<file path="config.mk">
export PLATFORM = sky130hd
export DESIGN_NAME = agc_gain_ctrl
export DESIGN_NICKNAME = d
export VERILOG_FILES = /design/src/rtl/agc_gain_ctrl.sv
export SDC_FILE = /design/constraint.sdc
export NUM_CORES = 1
export LEC_CHECK = 0
export ABC_CLOCK_PERIOD_IN_PS = 6650
export BUFFER_PORTS_ARGS = -buffer_cell sky130_fd_sc_hd__buf_2
export CAP_MARGIN = 30
export CORE_UTILIZATION = 35
export DETAILED_ROUTE_END_ITERATION = 8
export PLACE_DENSITY = 0.52
export SYNTH_ARGS = -nofsm -noshare
export SYNTH_HDL_FRONTEND = slang
export SYNTH_SLANG_ARGS = --single-unit
</file>
<file path="constraint.sdc">
create_clock -name clk -period 6.65 [get_ports clk]
set_input_delay 0.665 -clock clk [delete_from_list [all_inputs] [get_ports clk]]
set_output_delay 0.665 -clock clk [all_outputs]
set_load 0.05 [all_outputs]
</file>
<file path="src/rtl/agc_gain_ctrl.sv">
// ============================================================================
// agc_gain_ctrl
// ----------------------------------------------------------------------------
// Closed-loop gain controller for the AGC path. Each averaged power sample is
// compared against a target with a +/- tol deadband. Outside the band the
// gain word is stepped (coarse or fine) toward the target, clamped to
// GAIN_MIN..GAIN_MAX, and the loop then waits SETTLE_CYCLES clocks for the
// moving average to refill before accepting another measurement.
//
// Ports
//   clk, rst_n          system clock, asynchronous active-low reset
//   i_en                loop enable; low returns the loop to IDLE
//   i_gain_load         load i_gain_load_val (honoured only in IDLE, i_en=0)
//   i_gain_load_val     manual gain value, clamped before use
//   i_pow_in            averaged power sample (unsigned)
//   i_pow_valid         qualifier for i_pow_in
//   i_target, i_tol     power setpoint and deadband half-width (unsigned)
//   o_gain_out          registered gain word to the front-end scaler
//   o_gain_update       one-cycle pulse on every o_gain_out change
//   o_locked            LOCK_COUNT consecutive in-band measurements seen
//   o_sat_hi, o_sat_lo  last out-of-band step was clamped at max / min
//   o_state_dbg         IDLE=0, MEASURE=1, ADJUST=2, SETTLE=3
// ============================================================================
module agc_gain_ctrl #(
    parameter int POW_WIDTH     = 16,
    parameter int GAIN_WIDTH    = 8,
    parameter int GAIN_INIT     = 128,
    parameter int GAIN_MIN      = 0,
    parameter int GAIN_MAX      = 255,
    parameter int STEP_COARSE   = 8,
    parameter int STEP_FINE     = 1,
    parameter int SETTLE_CYCLES = 64,
    parameter int LOCK_COUNT    = 4
) (
    input  logic                  clk,
    input  logic                  rst_n,
    input  logic                  i_en,
    input  logic                  i_gain_load,
    input  logic [GAIN_WIDTH-1:0] i_gain_load_val,
    input  logic [POW_WIDTH-1:0]  i_pow_in,
    input  logic                  i_pow_valid,
    input  logic [POW_WIDTH-1:0]  i_target,
    input  logic [POW_WIDTH-1:0]  i_tol,
    output logic [GAIN_WIDTH-1:0] o_gain_out,
    output logic                  o_gain_update,
    output logic                  o_locked,
    output logic                  o_sat_hi,
    output logic                  o_sat_lo,
    output logic [1:0]            o_state_dbg
);

    typedef enum logic [1:0] {
        S_IDLE    = 2'd0,
        S_MEASURE = 2'd1,
        S_ADJUST  = 2'd2,
        S_SETTLE  = 2'd3
    } state_t;

    localparam int SET_W  = (SETTLE_CYCLES > 1) ? $clog2(SETTLE_CYCLES) : 1;
    localparam int LOCK_W = $clog2(LOCK_COUNT + 1);

    localparam logic [GAIN_WIDTH:0] L_GMIN   = (GAIN_WIDTH+1)'(GAIN_MIN);
    localparam logic [GAIN_WIDTH:0] L_GMAX   = (GAIN_WIDTH+1)'(GAIN_MAX);
    localparam logic [GAIN_WIDTH:0] L_STEP_C = (GAIN_WIDTH+1)'(STEP_COARSE);
    localparam logic [GAIN_WIDTH:0] L_STEP_F = (GAIN_WIDTH+1)'(STEP_FINE);
    localparam logic [SET_W-1:0]    L_SET_LAST = SET_W'(SETTLE_CYCLES - 1);
    localparam logic [LOCK_W-1:0]   L_LOCK     = LOCK_W'(LOCK_COUNT);

    // Saturate a one-bit-wider gain candidate into GAIN_MIN..GAIN_MAX.
    // 'under' flags a borrow out of a down-step, which wraps to a large value.
    function automatic logic [GAIN_WIDTH-1:0] clamp_gain(
        input logic [GAIN_WIDTH:0] v,
        input logic                under
    );
        logic [GAIN_WIDTH:0] c;
        if (under || (v < L_GMIN)) begin
            c = L_GMIN;
        end else if (v > L_GMAX) begin
            c = L_GMAX;
        end else begin
            c = v;
        end
        return GAIN_WIDTH'(c);
    endfunction

    state_t                  r_state, w_state_nxt;
    logic [GAIN_WIDTH-1:0]   r_gain, w_gain_nxt, w_gain_adj;
    logic                    r_upd;
    logic                    r_locked, w_locked_nxt;
    logic                    r_sat_hi, w_sat_hi_nxt;
    logic                    r_sat_lo, w_sat_lo_nxt;
    logic [SET_W-1:0]        r_settle_cnt, w_settle_nxt;
    logic [LOCK_W-1:0]       r_lock_cnt, w_lock_nxt;
    logic [POW_WIDTH-1:0]    r_pow;

    logic signed [POW_WIDTH:0] w_err;
    logic [POW_WIDTH:0]        w_mag;
    logic                      w_in_band, w_coarse, w_up;
    logic                      w_clamp_hi, w_clamp_lo;
    logic [GAIN_WIDTH:0]       w_step, w_sum, w_dif;

    // Error is evaluated against the live target/tol so setpoint changes
    // apply at the next ADJUST without disturbing the lock counter.
    assign w_err     = $signed({1'b0, r_pow}) - $signed({1'b0, i_target});
    assign w_mag     = w_err[POW_WIDTH] ? $unsigned(-w_err) : $unsigned(w_err);
    assign w_in_band = (w_mag <= {1'b0, i_tol});
    // Two extra bits so 4*tol cannot overflow; tol=0 always yields coarse.
    assign w_coarse  = ({1'b0, w_mag} >= {i_tol, 2'b00});
    // Power below target -> raise gain.
    assign w_up      = w_err[POW_WIDTH];
    assign w_step    = w_coarse ? L_STEP_C : L_STEP_F;
    assign w_sum     = {1'b0, r_gain} + w_step;
    assign w_dif     = {1'b0, r_gain} - w_step;

    assign w_clamp_hi = w_up && (w_sum > L_GMAX);
    assign w_clamp_lo = !w_up && (w_dif[GAIN_WIDTH] || (w_dif < L_GMIN));
    assign w_gain_adj = w_up ? clamp_gain(w_sum, 1'b0)
                             : clamp_gain(w_dif, w_dif[GAIN_WIDTH]);

    always_comb begin
        w_state_nxt  = r_state;
        w_gain_nxt   = r_gain;
        w_locked_nxt = r_locked;
        w_sat_hi_nxt = r_sat_hi;
        w_sat_lo_nxt = r_sat_lo;
        w_settle_nxt = r_settle_cnt;
        w_lock_nxt   = r_lock_cnt;

        case (r_state)
            S_IDLE: begin
                if (i_en) begin
                    w_state_nxt = S_MEASURE;
                end else if (i_gain_load) begin
                    w_gain_nxt = clamp_gain({1'b0, i_gain_load_val}, 1'b0);
                end
            end
            S_MEASURE: begin
                if (i_pow_valid) begin
                    w_state_nxt = S_ADJUST;
                end
            end
            S_ADJUST: begin
                if (w_in_band) begin
                    if (r_lock_cnt != L_LOCK) begin
                        w_lock_nxt = r_lock_cnt + 1'b1;
                    end
                    w_locked_nxt = (w_lock_nxt == L_LOCK);
                    w_state_nxt  = S_MEASURE;
                end else begin
                    w_lock_nxt   = '0;
                    w_locked_nxt = 1'b0;
                    w_sat_hi_nxt = w_clamp_hi;
                    w_sat_lo_nxt = w_clamp_lo;
                    w_gain_nxt   = w_gain_adj;
                    // Already pinned at a clamp: nothing moved, so no settle.
                    if (w_gain_adj != r_gain) begin
                        w_state_nxt  = S_SETTLE;
                        w_settle_nxt = '0;
                    end else begin
                        w_state_nxt = S_MEASURE;
                    end
                end
            end
            S_SETTLE: begin
                if (r_settle_cnt == L_SET_LAST) begin
                    w_state_nxt  = S_MEASURE;
                    w_settle_nxt = '0;
                end else begin
                    w_settle_nxt = r_settle_cnt + 1'b1;
                end
            end
            default: w_state_nxt = S_IDLE;
        endcase

        // Disable overrides the state only; a step decided in ADJUST still
        // lands on this edge and the saturation flags are kept.
        if (!i_en) begin
            w_state_nxt  = S_IDLE;
            w_locked_nxt = 1'b0;
            w_lock_nxt   = '0;
            w_settle_nxt = '0;
        end
    end

    always_ff @(posedge clk or negedge rst_n) begin
        if (!rst_n) begin
            r_state      <= S_IDLE;
            r_gain       <= GAIN_WIDTH'(GAIN_INIT);
            r_upd        <= 1'b0;
            r_locked     <= 1'b0;
            r_sat_hi     <= 1'b0;
            r_sat_lo     <= 1'b0;
            r_settle_cnt <= '0;
            r_lock_cnt   <= '0;
        end else begin
            r_state      <= w_state_nxt;
            r_gain       <= w_gain_nxt;
            r_upd        <= (w_gain_nxt != r_gain);
            r_locked     <= w_locked_nxt;
            r_sat_hi     <= w_sat_hi_nxt;
            r_sat_lo     <= w_sat_lo_nxt;
            r_settle_cnt <= w_settle_nxt;
            r_lock_cnt   <= w_lock_nxt;
        end
    end

    // Measurement capture register: pure data, no reset needed.
    always_ff @(posedge clk) begin
        if ((r_state == S_MEASURE) && i_pow_valid) begin
            r_pow <= i_pow_in;
        end
    end

    assign o_gain_out    = r_gain;
    assign o_gain_update = r_upd;
    assign o_locked      = r_locked;
    assign o_sat_hi      = r_sat_hi;
    assign o_sat_lo      = r_sat_lo;
    assign o_state_dbg   = r_state;

endmodule

</file>
* Word level (Yosys, flattened, before mapping) *
Cells that the tools add are included.

operators by class
  add/subtract/negate cells = 6
  $mul = 0
  div/mod/pow operators = 0
  magnitude comparators = 6
  equality and inequality tests = 14
  shifts and indexed selects = 0
  mux-type cells = 31
  bitwise operators = 1
  reduce and logical (&&, ||, !) cells = 9

operators by type and width
  kind                   number
  $mux W8                8
  $mux W6                4
  $ge A17 B18 Y1         1
  $gt A9 B8 Y1 const B   2
  $lt A9 B1 Y1 const B   2
  $mux W3                6
  $le A17 B16 Y1         1
  $mux W17               1
  $neg A17 Y17           1
  $sub A16 B16 Y17       1
  $ne A8 B8 Y1           2
  $pmux W8 S2            1
  $ne A3 B3 Y1 const B   5
  $pmux W6 S2            1
  $mux W2                5
  $add A8 B4 Y9          1
  $sub A8 B4 Y9          1
  $pmux W2 S4            1
  $add A6 B1 Y6 const B  1
  $eq A6 B6 Y1 const B   1
  $eq A2 B2 Y1 const B   2
  $mux W4                1
  $reduce_and A2 Y1      2
  $add A3 B1 Y3 const B  1
  other kinds (11)       15

storage, ports and cells
  flip-flop bits (word level) = 39
  bits in latches = 0
  memory bits (writable) = 0
  bits in read-only memories = 0
  input port bits = 61
  output and inout bits = 14
  logic and storage cells = 76
  memories kept = 0

* Longest topological paths before layout *
  depth after elaboration = 15
  mapped depth = 35
  mapped depth without buffers = 33

* Worst setup path after synthesis *
No wires, ideal clock.

  path kind = input-to-reg
  start = input port i_target[5]
  end = register r_settle_cnt[4]
  library setup time = 124 ps
  arrival = 7,288 ps
  data required time = 6,526 ps
  setup slack = -762 ps
  stages on the path = 33
  path buffers = 2
  cells stage by stage = inv_1 -> ha_1 -> a21o_1 -> or3_4 -> o21a_4 -> o21ai_1 -> nand2_1 -> clkbuf_1 -> clkbuf_1 -> nor2_1 -> xor2_1 -> ha_1 -> o21a_1 -> o21a_1 -> o21a_1 -> o21a_1 -> o21a_1 -> o21ai_0 -> nand2b_1 -> a21oi_1 -> o22a_1 -> ha_1 -> ha_1 -> nand2b_1 -> a211oi_2 -> nor2_1 -> a32oi_1 -> or3b_4 -> a311oi_4 -> xnor2_1 -> o31ai_4 -> a2111oi_1 -> a211o_1

between the ends
  cells in the longest elaborated chain, start to end = 13
  elaborated cells on any way between the ends = 22
  classes of those cells = 4 x add/sub; 6 x order compare; 3 x eq/ne; 7 x mux; 2 x reduce/logical

ends and longest elaborated chain
  element                                                line      RTL
  from (decl)                                            42        input logic [POW_WIDTH-1:0] i_target,
  $sub A16 B16 Y17 *                                     104       assign w_err = $signed({1'b0, r_pow}) - $signed({1'b0, i_target});
  $neg A17 Y17                                           105       assign w_mag = w_err[POW_WIDTH] ? $unsigned(-w_err) : $unsigned(w_err);
  $mux W17                                               105
  $ge A17 B18 Y1                                         108       assign w_coarse = ({1'b0, w_mag} >= {i_tol, 2'b00});
  $mux W4                                                111       assign w_step = w_coarse ? L_STEP_C : L_STEP_F;
  $sub A8 B4 Y9 / $add A8 B4 Y9 (equally long branches)  113, 112
  $gt A9 B8 Y1 / $lt A9 B1 Y1 (equally long branches)    78, 76
  $mux W8 / $logic_or A1 B1 Y1 (equally long branches)   78, 76
  $mux W8                                                76        if (under || (v < L_GMIN)) begin
  $mux W8                                                117       assign w_gain_adj = w_up ? clamp_gain(w_sum, 1'b0)
  $ne A8 B8 Y1                                           156       if (w_gain_adj != r_gain) begin
  $ne A3 B3 Y1 (no source line)                          n/a
  $reduce_and A3 Y1 (no source line) *                   n/a
  to (signal assigned)                                   202       r_settle_cnt <= w_settle_nxt;
  to (decl)                                              92        logic [SET_W-1:0] r_settle_cnt, w_settle_nxt;

Every way passes the cells marked *; elsewhere a longest branch is shown, timed or not.
A chain may end at the register's enable or synchronous reset.

* Worst setup path in the final report *
  start = input port i_target[2]
  end = register r_settle_cnt[4]

Same word-level chain as after synthesis.

==> results <==
- The run finished with clean final reports.
- The number of antenna diodes in the final layout is 0.
- At the later pin of the worst-skew pair, clock insertion delay measures around 0.30 ns.
- The total global-route track usage is 21.28%.
- Ranked by total cell area, the synthesized netlist is headed by ha_1 15%, dfrtp_1 11%, edfxtp_1 9.7%, a21oi_1 4.7%, inv_1 4.3%.
- The number of max-cap violations is 0.
- For this run, the leading register cell type out of synthesis is dfrtp_1.
- The first global-routing pass estimated roughly 25 mm of wire.
- The violation count after the first detailed-route iteration is between 400 and 500.
- The minimum setup slack among reg-to-reg paths is 0.13 ns.
- Of all nets on the critical path, the largest fanout is 5.
- Sequential elements use a little over a fifth of the synthesized area.
- The final setup slack of the worst path is ~0.091 ns.
- After floorplanning, the core was divided into 43 placement rows.
- Global routing finished with a remaining overflow of 0.
- The kind of start point of the critical path is an input port.
- During placement, the flow inserted port buffers numbering 74.
- The class of the tightest hold or removal check is input port to async pin.
- The critical path is of the input port to flip-flop type.
- The synthesis warning total is 0.
- Dividing the detail-routed wire length by the instance count gives around 16 µm.
- For this design, the slowest cell found on the critical path is or3b_4.
- The pin count of the biggest net entering global routing is 24.
- The largest total area in the synthesized netlist belongs to ha_1.
- The number of max-slew violations in the final report is 0.
- The remaining antenna violation count after routing is 0.
- The congestion estimate from routability-driven global placement came to approximately 0.94.
- The library cell used as clock root buffer is clkbuf_16.
- The tightest hold path in the finished design has a slack of between 0.3 and 0.4 ns.
- The initial antenna violation count is 0.
- After synthesis, the most frequently instantiated cells are 61 x ha_1, 57 x inv_1, 46 x a21oi_1.
- The total number of vias is roughly 5300.
- The share of async-settable or async-resettable flops after synthesis is between 50% and 60%.
- The sort of element at the end of the critical path is a flip-flop.
- The clock period minus worst slack is ~6.6 ns.
- For this run, design rule violations remaining after detail routing come to 0.
- The total area inside the core boundary comes to 0.01383 mm².
- VDD sags by at most approximately 0.12 mV.
- At the pin with the least slew margin, the transition time is roughly 0.84 ns.
- Pin placement for this block handled 75 I/O pins.
- The count of hold buffers inserted by post-cts repair is 0.
- The TritonCTS buffer count is 5.
- The synthesized design contains 16 enable-type register cells.
- Including well taps, the total number of placed cells is 947.
- The die footprint is between 0.01 and 0.015 mm².
- The placed wire-length estimate is roughly 12 mm.
- Relative to the synthesized area, the layout overhead comes to 35.16%.
- Yosys instantiated no cell more often than ha_1.
- The first TritonRoute pass finished after 6 iterations.
- The post-detailed-routing wire length is between 15 and 20 mm.
- At the placement stage, the worst setup path has a slack of -0.3586 ns.
- The cell that appears most often on the critical path is o21a_1.
- The number of distinct library cells after synthesis is between 70 and 80.
- Leaving out filler cells and counting taps, the final layout contains 970.
- The clock passes through at most 2 buffers.
- The initial standard-cell utilization of the core is between 30% and 40%.
- Setup repair after global routing could not meet its margin everywhere.
- Power comes to 1.945 mW.
- TritonCTS built the clock tree.
- The average footprint of a synthesized cell is approximately 7.9 µm².
- Cells with a size suffix above 1 make up about a third of the layout.
- Dividing the detail-routed via count by the number of cells gives between 5 and 6.
- The sink count of the clock tree is 39.
- The area fraction of the dominant cell type after synthesis is 15.47%.
- Synthesis produced a netlist with a net count of ~750.
- The number of synthesized register bits is 39.
- The power density of the placed cells is slightly below 300 mW/mm².
- The worst endpoint data arrival time is ~6.7 ns.
- The number of nets at the end of the flow is between 900 and 1000.
- The cell area after technology mapping is slightly below 0.005 mm².
- The final critical path takes up 98.63% of the cycle.
- The clock-pin transition on the worst setup and hold timing paths is around 0.060 ns.
- The number of failing setup endpoints in the final timing report is 0.
- The placed cell area is a little over 0.006 mm².
- The H-tree generated during clock tree synthesis spans 2 levels.
- The floorplan die width is ~120 µm.
- The die span in y is about 120 µm.
- Between clock sinks in the finished design, the worst skew comes to 0.01331 ns.
- The worst slew margin relative to its limit is between 40% and 50%.
- The count of endpoints failing hold in the final timing report is 0.
- The via count of the first global-routing pass is between 5000 and 6000.
- The number of standard cells after synthesis is between 600 and 700.
- The finished cells cover approximately 0.0067 mm².
- The maximum achievable frequency is 0.1525 GHz.
- The total leakage power is approximately 3.1 nW.
- The data required time of the worst path is between 6 and 7 ns.
- In this design, the stage delay of the slowest critical-path cell is approximately 0.40 ns.
==> critical path, delay by kind of cell <==
family	cells	cell delay, ns
XOR/XNOR	2	0.28
AO/OA/AOI/OAI	17	3.45
adder cells (fa/ha/maj)	4	0.83
buffers and inverters	3	0.33
AND/OR/NAND/NOR	8	1.15
==> flip-flops by register name, summed over array words and instances (netlist names) <==
signal,count
o_sat_lo,1
o_gain_update,1
r_settle_cnt,6
r_pow,16
o_state_dbg,2
r_lock_cnt,3
o_gain_out,8
o_locked,1
o_sat_hi,1
==> through the flow <==
stage	utilization, %	setup TNS, ns
2_1_floorplan	-	-0.1841
3_5_place_dp	45.13	-2.431
3_3_place_gp	45.13	-1.182
6_report	48.21	0
5_1_grt	48.21	-0.7814
4_1_cts	46.65	0
==> layout by cell type (no fill, tap or decap), types with 13 or more instances in the layout <==
master | synthesis | final
o21a_1 | 17 | 16
nand2_1 | 39 | 37
buf_2 | 2 | 73
a21oi_1 | 46 | 44
nor3_1 | 24 | 23
buf_4 | 0 | 98
a21o_1 | 17 | 17
inv_1 | 57 | 52
and3_1 | 13 | 13
edfxtp_1 | 16 | 16
ha_1 | 61 | 54
nand3_1 | 22 | 19
nor2_1 | 44 | 40
dfrtp_1 | 22 | 22
o21ai_0 | 42 | 36
==> cell families (layout without fill, tap and decap cells) <==
family	count (synthesis)	after routing	share of synthesized area, %
muxes	5	5	1.040
and+or+nand+nor	210	210	22.17
DFF	39	39	21.44
AOI/OAI and AO/OA	213	213	30.09
xor gates and xnor gates	20	20	3.552
buffers and inverters	76	241	5.835
adders and majority gates	62	62	15.88
==> cell type report <==
cell class,count,area (µm²)
clock inverters,3,25.02
clock buffers,5,125.1
inverters,57,221.5
fillers,1329,7161
well taps,180,225.2
repair buffers,176,1157
multi-input cells,510,3855
flip-flops and latches,39,1057
==> what timing repair did <==
action	CTS	global route
setup buffers	7	9
setup endpoints to repair	6	11
resized for setup	1	38
pin swaps	12	20
==> metal layers <==
metal  part of all wire [%]  vias to the layer above  global-route usage (%)
li1                       -                     2678                       -
met4                    2.2                        0                   7.870
met1                     48                     2448                   29.31
met2                     46                      155                   34.12
met3                    3.8                       23                   2.358
met5                      0                        -                       0
==> final timing paths <==
kind	cells past startpoint	endpoint	startpoint
max in group asynchronous	1	r_lock_cnt[0]$_DFFE_PN0P_	rst_n
worst min register to register	2	o_sat_hi$_DFFE_PN0P_	o_sat_hi$_DFFE_PN0P_
worst min-delay path	1	o_gain_out[4]$_DFF_PN0_	rst_n
worst max register to register	32	r_settle_cnt[4]$_DFFE_PN0P_	r_pow[5]$_DFFE_PP_
min in group clk	2	o_sat_hi$_DFFE_PN0P_	o_sat_hi$_DFFE_PN0P_
worst max-delay path	34	r_settle_cnt[4]$_DFFE_PN0P_	i_target[2]
==> where the power goes <==
group / total, mW / switching, mW / internal, mW
Clock: 0.252 / 0.111 / 0.140
Sequential: 0.365 / 0.0736 / 0.291
Combinational: 1.33 / 0.732 / 0.596
Note: power is estimated with default switching activity, not from simulation.
